==> src/rtl/mips_ex_pkg.sv <==
// Shared definitions for the MIPS execute stage: ALU operation codes,
// mul/div sequencer states and the pass-through control bundle.
package mips_ex_pkg;

  localparam logic [3:0] ALU_AND   = 4'd0;
  localparam logic [3:0] ALU_OR    = 4'd1;
  localparam logic [3:0] ALU_ADD   = 4'd2;
  localparam logic [3:0] ALU_SUB   = 4'd6;
  localparam logic [3:0] ALU_SLT   = 4'd7;
  localparam logic [3:0] ALU_MULTU = 4'd8;
  localparam logic [3:0] ALU_DIVU  = 4'd9;
  localparam logic [3:0] ALU_NOR   = 4'd12;

  localparam int MD_CYC_DEF = 32;

  typedef enum logic [1:0] {
    MD_IDLE = 2'd0,
    MD_BUSY = 2'd1,
    MD_DONE = 2'd2
  } md_state_e;

  typedef struct packed {
    logic branch;
    logic mem_write;
    logic mem_read;
    logic jump;
    logic reg_write;
    logic mem_to_reg;
  } ctrl_t;

endpackage

==> src/rtl/ex_muldiv_unit.sv <==
// Iterative unsigned multiply (shift-add, low word) and restoring divide
// (quotient), one bit per cycle. Only built when MIPS_EX_MULDIV_EN is defined.
//   state   | meaning
//   MD_IDLE | waiting for i_start
//   MD_BUSY | iterating, r_cnt = 0..MD_CYC-1
//   MD_DONE | o_result valid for one (unheld) cycle
module ex_muldiv_unit
  import mips_ex_pkg::*;
#(
  parameter int DATA_W = 32,
  parameter int MD_CYC = MD_CYC_DEF
) (
  input  logic              clk,
  input  logic              rst,
  input  logic              i_start,
  input  logic              i_op,
  input  logic [DATA_W-1:0] i_a,
  input  logic [DATA_W-1:0] i_b,
  input  logic              i_abort,
  input  logic              i_hold,
  output logic              o_busy,
  output logic              o_done,
  output logic [DATA_W-1:0] o_result
);

  localparam int CW = (MD_CYC > 1) ? $clog2(MD_CYC) : 1;
  localparam logic [CW-1:0] LAST = CW'(MD_CYC - 1);

  md_state_e         r_state, w_state_nxt;
  logic [CW-1:0]     r_cnt;
  logic              r_op;
  logic [DATA_W-1:0] r_a, r_b, r_acc;
  logic [DATA_W:0]   w_rem_sh, w_diff;
  logic [DATA_W-1:0] w_mul_sum;

  always_ff @(posedge clk or posedge rst) begin
    if (rst) r_state <= MD_IDLE;
    else     r_state <= w_state_nxt;
  end

  always_comb begin
    w_state_nxt = r_state;
    if (i_abort) begin
      w_state_nxt = MD_IDLE;
    end else if (!i_hold) begin
      case (r_state)
        MD_IDLE: if (i_start) w_state_nxt = MD_BUSY;
        MD_BUSY: if (r_cnt == LAST) w_state_nxt = MD_DONE;
        MD_DONE: w_state_nxt = MD_IDLE;
        default: w_state_nxt = MD_IDLE;
      endcase
    end
  end

  // Divide: r_acc is the partial remainder, r_a shifts the dividend out and the quotient in.
  // A zero divisor never borrows, so the quotient naturally saturates to all ones.
  assign w_rem_sh  = {r_acc, r_a[DATA_W-1]};
  assign w_diff    = w_rem_sh - {1'b0, r_b};
  assign w_mul_sum = r_acc + (r_b[0] ? r_a : '0);

  always_ff @(posedge clk or posedge rst) begin
    if (rst) begin
      r_cnt <= '0;
      r_op  <= 1'b0;
      r_a   <= '0;
      r_b   <= '0;
      r_acc <= '0;
    end else if (!i_hold && !i_abort) begin
      if (r_state == MD_IDLE && i_start) begin
        r_cnt <= '0;
        r_op  <= i_op;
        r_a   <= i_a;
        r_b   <= i_b;
        r_acc <= '0;
      end else if (r_state == MD_BUSY) begin
        r_cnt <= r_cnt + 1'b1;
        if (r_op) begin
          if (!w_diff[DATA_W]) begin
            r_acc <= w_diff[DATA_W-1:0];
            r_a   <= {r_a[DATA_W-2:0], 1'b1};
          end else begin
            r_acc <= w_rem_sh[DATA_W-1:0];
            r_a   <= {r_a[DATA_W-2:0], 1'b0};
          end
        end else begin
          r_acc <= w_mul_sum;
          r_a   <= r_a << 1;
          r_b   <= r_b >> 1;
        end
      end
    end
  end

  assign o_busy   = (r_state != MD_IDLE);
  assign o_done   = (r_state == MD_DONE);
  assign o_result = r_op ? r_a : r_acc;

endmodule

==> src/rtl/ex_stage.sv <==
// MIPS execute stage with the EX/MEM pipeline register. Define
// MIPS_EX_MULDIV_EN to build the multi-cycle MULTU/DIVU unit; otherwise they return 0.
module ex_stage
  import mips_ex_pkg::*;
#(
  parameter int DATA_W = 32,
  parameter int MD_CYC = MD_CYC_DEF
) (
  input  logic              clk,
  input  logic              rst,
  input  logic              id_valid,
  input  logic              flush,
  input  logic              mem_stall,
  input  logic [DATA_W-1:0] IDtoEX_ReadData1,
  input  logic [DATA_W-1:0] IDtoEX_ReadData2,
  input  logic [DATA_W-1:0] IDtoEX_SignExtImm,
  input  logic [DATA_W-1:0] IDtoEX_PC_plus4,
  input  logic [25:0]       IDtoEX_JumpTarget,
  input  logic [4:0]        IDtoEX_Rt,
  input  logic [4:0]        IDtoEX_Rd,
  input  logic              RegDst,
  input  logic              ALUSrc,
  input  logic [3:0]        ALUOp,
  input  logic              Branch,
  input  logic              MemWrite,
  input  logic              MemRead,
  input  logic              Jump,
  input  logic              RegWrite,
  input  logic              MemtoReg,
  output logic [DATA_W-1:0] EXtoMEM_ALUresult,
  output logic              EXtoMEM_zero,
  output logic [4:0]        EXtoMEM_Rt,
  output logic [DATA_W-1:0] EXtoMEM_WriteData,
  output logic [DATA_W-1:0] EXtoMEM_Branch_Addr,
  output logic [DATA_W-1:0] EXtoMEM_Jump_address,
  output logic [4:0]        EXtoMEM_RegDest,
  output logic              EXtoMEM_valid,
  output logic              EXtoMEM_Branch,
  output logic              EXtoMEM_MemWrite,
  output logic              EXtoMEM_MemRead,
  output logic              EXtoMEM_Jump,
  output logic              EXtoMEM_RegWrite,
  output logic              EXtoMEM_MemtoReg,
  output logic              ex_busy
);

  typedef struct packed {
    logic [DATA_W-1:0] alu_result;
    logic              zero;
    logic [4:0]        rt;
    logic [DATA_W-1:0] write_data;
    logic [DATA_W-1:0] branch_addr;
    logic [DATA_W-1:0] jump_addr;
    logic [4:0]        reg_dest;
    logic              valid;
    ctrl_t             ctrl;
  } exmem_t;

  exmem_t            r_exmem, w_cur;
  ctrl_t             w_ctrl;
  logic [DATA_W-1:0] w_opb, w_alu;
  logic              w_slt;

  assign w_opb  = ALUSrc ? IDtoEX_SignExtImm : IDtoEX_ReadData2;
  assign w_slt  = $signed(IDtoEX_ReadData1) < $signed(w_opb);
  assign w_ctrl = {Branch, MemWrite, MemRead, Jump, RegWrite, MemtoReg};

  always_comb begin
    w_alu = '0;
    case (ALUOp)
      ALU_AND: w_alu = IDtoEX_ReadData1 & w_opb;
      ALU_OR:  w_alu = IDtoEX_ReadData1 | w_opb;
      ALU_ADD: w_alu = IDtoEX_ReadData1 + w_opb;
      ALU_SUB: w_alu = IDtoEX_ReadData1 - w_opb;
      ALU_SLT: w_alu = {{(DATA_W-1){1'b0}}, w_slt};
      ALU_NOR: w_alu = ~(IDtoEX_ReadData1 | w_opb);
      default: w_alu = '0;
    endcase
  end

  // A bubble from ID carries no control side effects into MEM.
  always_comb begin
    w_cur             = '0;
    w_cur.alu_result  = w_alu;
    w_cur.zero        = (w_alu == '0);
    w_cur.rt          = IDtoEX_Rt;
    w_cur.write_data  = IDtoEX_ReadData2;
    w_cur.branch_addr = IDtoEX_PC_plus4 + {IDtoEX_SignExtImm[DATA_W-3:0], 2'b00};
    w_cur.jump_addr   = {IDtoEX_PC_plus4[DATA_W-1:28], IDtoEX_JumpTarget, 2'b00};
    w_cur.reg_dest    = RegDst ? IDtoEX_Rd : IDtoEX_Rt;
    w_cur.valid       = id_valid;
    w_cur.ctrl        = id_valid ? w_ctrl : '0;
  end

`ifdef MIPS_EX_MULDIV_EN
  exmem_t            r_md_lat, w_md_out;
  logic              w_is_md, w_md_start, w_md_busy, w_md_done;
  logic [DATA_W-1:0] w_md_result;

  assign w_is_md    = (ALUOp == ALU_MULTU) || (ALUOp == ALU_DIVU);
  assign w_md_start = id_valid && w_is_md && !flush && !mem_stall && !w_md_busy;

  ex_muldiv_unit #(
    .DATA_W (DATA_W),
    .MD_CYC (MD_CYC)
  ) u_muldiv (
    .clk      (clk),
    .rst      (rst),
    .i_start  (w_md_start),
    .i_op     (ALUOp == ALU_DIVU),
    .i_a      (IDtoEX_ReadData1),
    .i_b      (w_opb),
    .i_abort  (flush),
    .i_hold   (mem_stall),
    .o_busy   (w_md_busy),
    .o_done   (w_md_done),
    .o_result (w_md_result)
  );

  // Upstream moves on after accept, so everything but the result is captured here.
  always_ff @(posedge clk or posedge rst) begin
    if (rst)             r_md_lat <= '0;
    else if (w_md_start) r_md_lat <= w_cur;
  end

  always_comb begin
    w_md_out            = r_md_lat;
    w_md_out.alu_result = w_md_result;
    w_md_out.zero       = (w_md_result == '0);
    w_md_out.valid      = 1'b1;
  end

  assign ex_busy = w_md_busy;
`else
  assign ex_busy = 1'b0;
`endif

  always_ff @(posedge clk or posedge rst) begin
    if (rst) begin
      r_exmem <= '0;
    end else if (flush) begin
      r_exmem.valid <= 1'b0;
      r_exmem.ctrl  <= '0;
    end else if (!mem_stall) begin
`ifdef MIPS_EX_MULDIV_EN
      if (w_md_done) begin
        r_exmem <= w_md_out;
      end else if (w_md_start || w_md_busy) begin
        r_exmem.valid <= 1'b0;
        r_exmem.ctrl  <= '0;
      end else begin
        r_exmem <= w_cur;
      end
`else
      r_exmem <= w_cur;
`endif
    end
  end

  assign EXtoMEM_ALUresult    = r_exmem.alu_result;
  assign EXtoMEM_zero         = r_exmem.zero;
  assign EXtoMEM_Rt           = r_exmem.rt;
  assign EXtoMEM_WriteData    = r_exmem.write_data;
  assign EXtoMEM_Branch_Addr  = r_exmem.branch_addr;
  assign EXtoMEM_Jump_address = r_exmem.jump_addr;
  assign EXtoMEM_RegDest      = r_exmem.reg_dest;
  assign EXtoMEM_valid        = r_exmem.valid;
  assign EXtoMEM_Branch       = r_exmem.ctrl.branch;
  assign EXtoMEM_MemWrite     = r_exmem.ctrl.mem_write;
  assign EXtoMEM_MemRead      = r_exmem.ctrl.mem_read;
  assign EXtoMEM_Jump         = r_exmem.ctrl.jump;
  assign EXtoMEM_RegWrite     = r_exmem.ctrl.reg_write;
  assign EXtoMEM_MemtoReg     = r_exmem.ctrl.mem_to_reg;

endmodule
==> config.mk <==
export PLATFORM = sky130hd
export DESIGN_NAME = ex_stage
export DESIGN_NICKNAME = d
export VERILOG_FILES = /design/src/rtl/mips_ex_pkg.sv /design/src/rtl/ex_muldiv_unit.sv /design/src/rtl/ex_stage.sv
export SDC_FILE = /design/constraint.sdc
export NUM_CORES = 1
export LEC_CHECK = 0
export ABC_AREA = 0
export CORE_ASPECT_RATIO = 1.75
export CORE_MARGIN = 2
export CORE_UTILIZATION = 46
export CTS_CLUSTER_SIZE = 40
export DETAILED_ROUTE_END_ITERATION = 6
export PLACE_DENSITY_LB_ADDON = 0.05
export SLEW_MARGIN = 30
export SYNTH_ARGS = -nofsm -noshare
export SYNTH_HDL_FRONTEND = slang
export SYNTH_SLANG_ARGS = --single-unit
export TNS_END_PERCENT = 50
==> constraint.sdc <==
create_clock -name clk -period 3.9 [get_ports clk]
set_clock_uncertainty 0.05 [all_clocks]
set_input_delay 0.39 -clock clk [delete_from_list [all_inputs] [get_ports clk]]
set_output_delay 0.39 -clock clk [all_outputs]
set_load 0.1 [all_outputs]
==> impl_results.md <==
- Status: finished, final reports clean
- WL final: 54970 um
- WS Path Type: in -> reg
- Area added between synthesis and finish: 56.58%
- Worst relative slew slack: 0.3066
- Share of cells above drive strength 1: 0.2320
- Initial detailed-routing violation count: 1016
- DIE HEIGHT: 224.2 um
- RD Place Congestion: 1.049
- Hpwl dp: 44350 um
- Number of flops mapped to enable cells by yosys: 0
- Leak Pwr: 9.700 nW
- CTS tree: yes
- Setup TNS: 0 ps
- Vias: 15080
- Port bufs: 324
- Die area: 29110 um2
- Synth Instances: 1644
- CP max stage cell: clkdlybuf4s50_1
- Boundary Pins: 328
- Register area share after synthesis: 0.2827
- Crit path cell chain: clkdlybuf4s50_1 > mux2i_2 > buf_4 > inv_1 > ha_1 > a21o_1 > a221oi_4 > o221ai_2 > a32oi_4 > nand2b_1 > a221o_1 > a22oi_2 > nand4_1 > nor4_1 > buf_4 > nand4_1 > o31ai_2
- Max Slew Vio Count: 0
- First-pass GRT wire length: 82330 um
- Total global routing overflow: 0
- Syn avg cell area: 7.755 um2
- Maxcap violations: 0
- Layout Nets: 2613
- Family with the most delay on the worst path: compound AO/OA/AOI/OAI gates
- Power per cell area: 405.6 nW/um2
- ANT nets after route: 0
- Peak supply drop: 279.8 uV
- Worst slew pin tran: 1037 ps
- Synth Flop Type: dfrtp_1
- Via/cell ratio: 5.634
- DRC viols: 0
- Wire per inst: 20.54 um
- Synth warnings: 0
- Final setup fails: 0
- Synthesized flop and latch total: 144
- Row cnt: 80
- Crit path DAT: 4160 ps
- CTS max path bufs: 2
- Worst EP required: 4210 ps
- Core region area: 27230 um2
- Final period util: 0.9865
- Max stage delay on crit path: 450 ps
- Post-synth cell types: 92
- CTS HTree Levels: 4
- Fin crit period: 3847 ps
- Drt first pass iters: 5
- # fillers: 2232
- Ys async rst share: 1.000
- Clock Sinks: 144
- Clk slew on worst S/H paths: 70 ps
- Placed cell area: 18950 um2
- GRT Resource Usage Total: 0.3715
- Vias in the first global route: 15100
- Cell area after layout: 19960 um2
- Cell total after placement: 2636
- Tightest Hold Check Type: in -> reg
- CTS root buf: clkbuf_16
- Final Hold Vio Count: 0
- Synth Cell Area: 12750 um2
- Chip width: 129.8 um
- Worst-skew pair later-pin latency: 450 ps
- Pin count of the biggest net entering global routing: 83
- Antenna violations before repair: 2
- Finished Layout Cells: 2676
- Starting Density: 0.4682
- Buf/Inv on CP: 4
- CP Capture Type: flip-flop
- Num CTS Buffers: 17
- Startpoint types: input pin
- Crit path max fanout: 3
- Fmax: 259.9 MHz
==> sequential cells by signal, summed over array words and instances (netlist names) <==
| register | count |
|---|---|
| EXtoMEM_Jump | 1 |
| EXtoMEM_zero | 1 |
| EXtoMEM_valid | 1 |
| EXtoMEM_ALUresult | 32 |
| EXtoMEM_Branch | 1 |
| EXtoMEM_WriteData | 32 |
| EXtoMEM_RegDest | 5 |
| EXtoMEM_MemtoReg | 1 |
| EXtoMEM_MemWrite | 1 |
| EXtoMEM_Jump_address | 30 |
| EXtoMEM_Rt | 5 |
| EXtoMEM_MemRead | 1 |
| EXtoMEM_Branch_Addr | 32 |
| EXtoMEM_RegWrite | 1 |
==> cell families after synthesis <==
kind of cell               after synthesis  share of synthesized area
buffers and inverters                  200                    0.06154
adders and majority gates              139                     0.1382
other                                    1                  0.0002942
muxes                                   45                    0.03602
xor gates and xnor gates                38                    0.02611
and+or+nand+nor                        614                     0.2124
DFF                                    144                     0.2827
AOI/OAI and AO/OA                      463                     0.2428
==> metal layers <==
layer | vias to the layer above | part of all wire | track usage
li1 | 7048 | - | -
met1 | 7136 | 0.34 | 0.3845
met2 | 650 | 0.52 | 0.6653
met3 | 240 | 0.062 | 0.06946
met4 | 2 | 0.077 | 0.2508
met5 | - | 0.00018 | 0
==> synth_stat cells (10+ instances only) <==
library cell | instances | area (um2)
nand2b_1 | 25 | 156.4
nor2_1 | 119 | 446.7
o211ai_1 | 10 | 75.07
inv_1 | 118 | 442.9
dfrtp_1 | 144 | 3603
a21o_1 | 22 | 165.2
a22oi_1 | 25 | 187.7
ha_1 | 136 | 1702
o21ai_1 | 11 | 55.05
xnor2_1 | 26 | 227.7
a21oi_1 | 104 | 520.5
clkbuf_1 | 58 | 217.7
buf_1 | 11 | 41.29
nor2b_1 | 15 | 93.84
a221oi_1 | 15 | 131.4
o22ai_1 | 10 | 62.56
nand3_1 | 21 | 105.1
o21a_1 | 12 | 90.09
mux2i_1 | 38 | 380.4
o21bai_1 | 19 | 142.6
xor2_1 | 12 | 105.1
o21ai_0 | 121 | 605.6
a211oi_1 | 18 | 135.1
nor3_1 | 26 | 130.1
nand2_1 | 340 | 1276
==> path summary, 6_finish.rpt <==
path / start / to / slack (ps) / depth (start not counted)
worst max-delay path: IDtoEX_SignExtImm[7] / EXtoMEM_zero / 50 / 17
max in group asynchronous: rst / EXtoMEM_Jump_address[31] / 2810 / 4
worst min register to register: EXtoMEM_WriteData[22] / EXtoMEM_WriteData[22] / 420 / 2
worst min-delay path: IDtoEX_ReadData2[14] / EXtoMEM_WriteData[14] / 150 / 3
min in group asynchronous: rst / EXtoMEM_Branch_Addr[0] / 180 / 2
worst max register to register: EXtoMEM_Branch_Addr[31] / EXtoMEM_Branch_Addr[31] / 3010 / 2
==> cell type report <==
class | count | area, um2 | area share
timing repair buffer | 709 | 6101 | 0.3056
clock inverter | 15 | 165.2 | 0.008274
inverter | 119 | 450.4 | 0.02256
sequential | 144 | 3603 | 0.1805
multi-input combinational | 1302 | 8752 | 0.4384
tap | 369 | 461.7 | 0.02313
clock buffer | 17 | 425.4 | 0.02131
antenna | 1 | 2.502 | 0.0001254
==> layout by cell type, fill, tap and decap left out, types with 21 or more instances in the layout <==
cell type,n
mux2i_1,30
o21ai_0,115
buf_4,378
nor2_1,115
ha_1,132
nand2_1,340
nand2b_1,25
clkdlybuf4s50_1,295
nor3_1,21
a21oi_1,98
a21o_1,22
dfrtp_1,144
a22oi_1,23
buf_2,24
inv_1,115
xnor2_1,25
==> worst register-to-register path: stages, from the launching register on <==
cell and delay (ps):
dfrtp_1 380, and2_1 130, a211o_1 220
==> report_power, final <==
group | internal (mW) | switching, mW
registers | 1.71 | 0.123
clock network | 0.910 | 0.776
logic | 1.50 | 3.07
total | 4.13 | 3.97
==> metrics by stage <==
step	util	power (mW)	hold WS, ps	setup slack, ps
final	0.7332	8.097	148.3	52.51
after detailed placement	0.6961	6.294	406.8	-593.7
after floorplan	-	4.663	445.4	-342.7
after global placement	0.7000	6.276	404.9	-472.0
after CTS	0.7195	7.999	397.1	11.45
after global routing	0.7332	8.414	157.6	-27.50
==> repair_timing <==
action,CTS,global route
pin swaps,2,27
endpoints found under the setup margin,1,4
resized for setup,8,67
setup buffers,1,6
hold buffers,0,0
No activity file was read; power rests on OpenSTA's default activity.
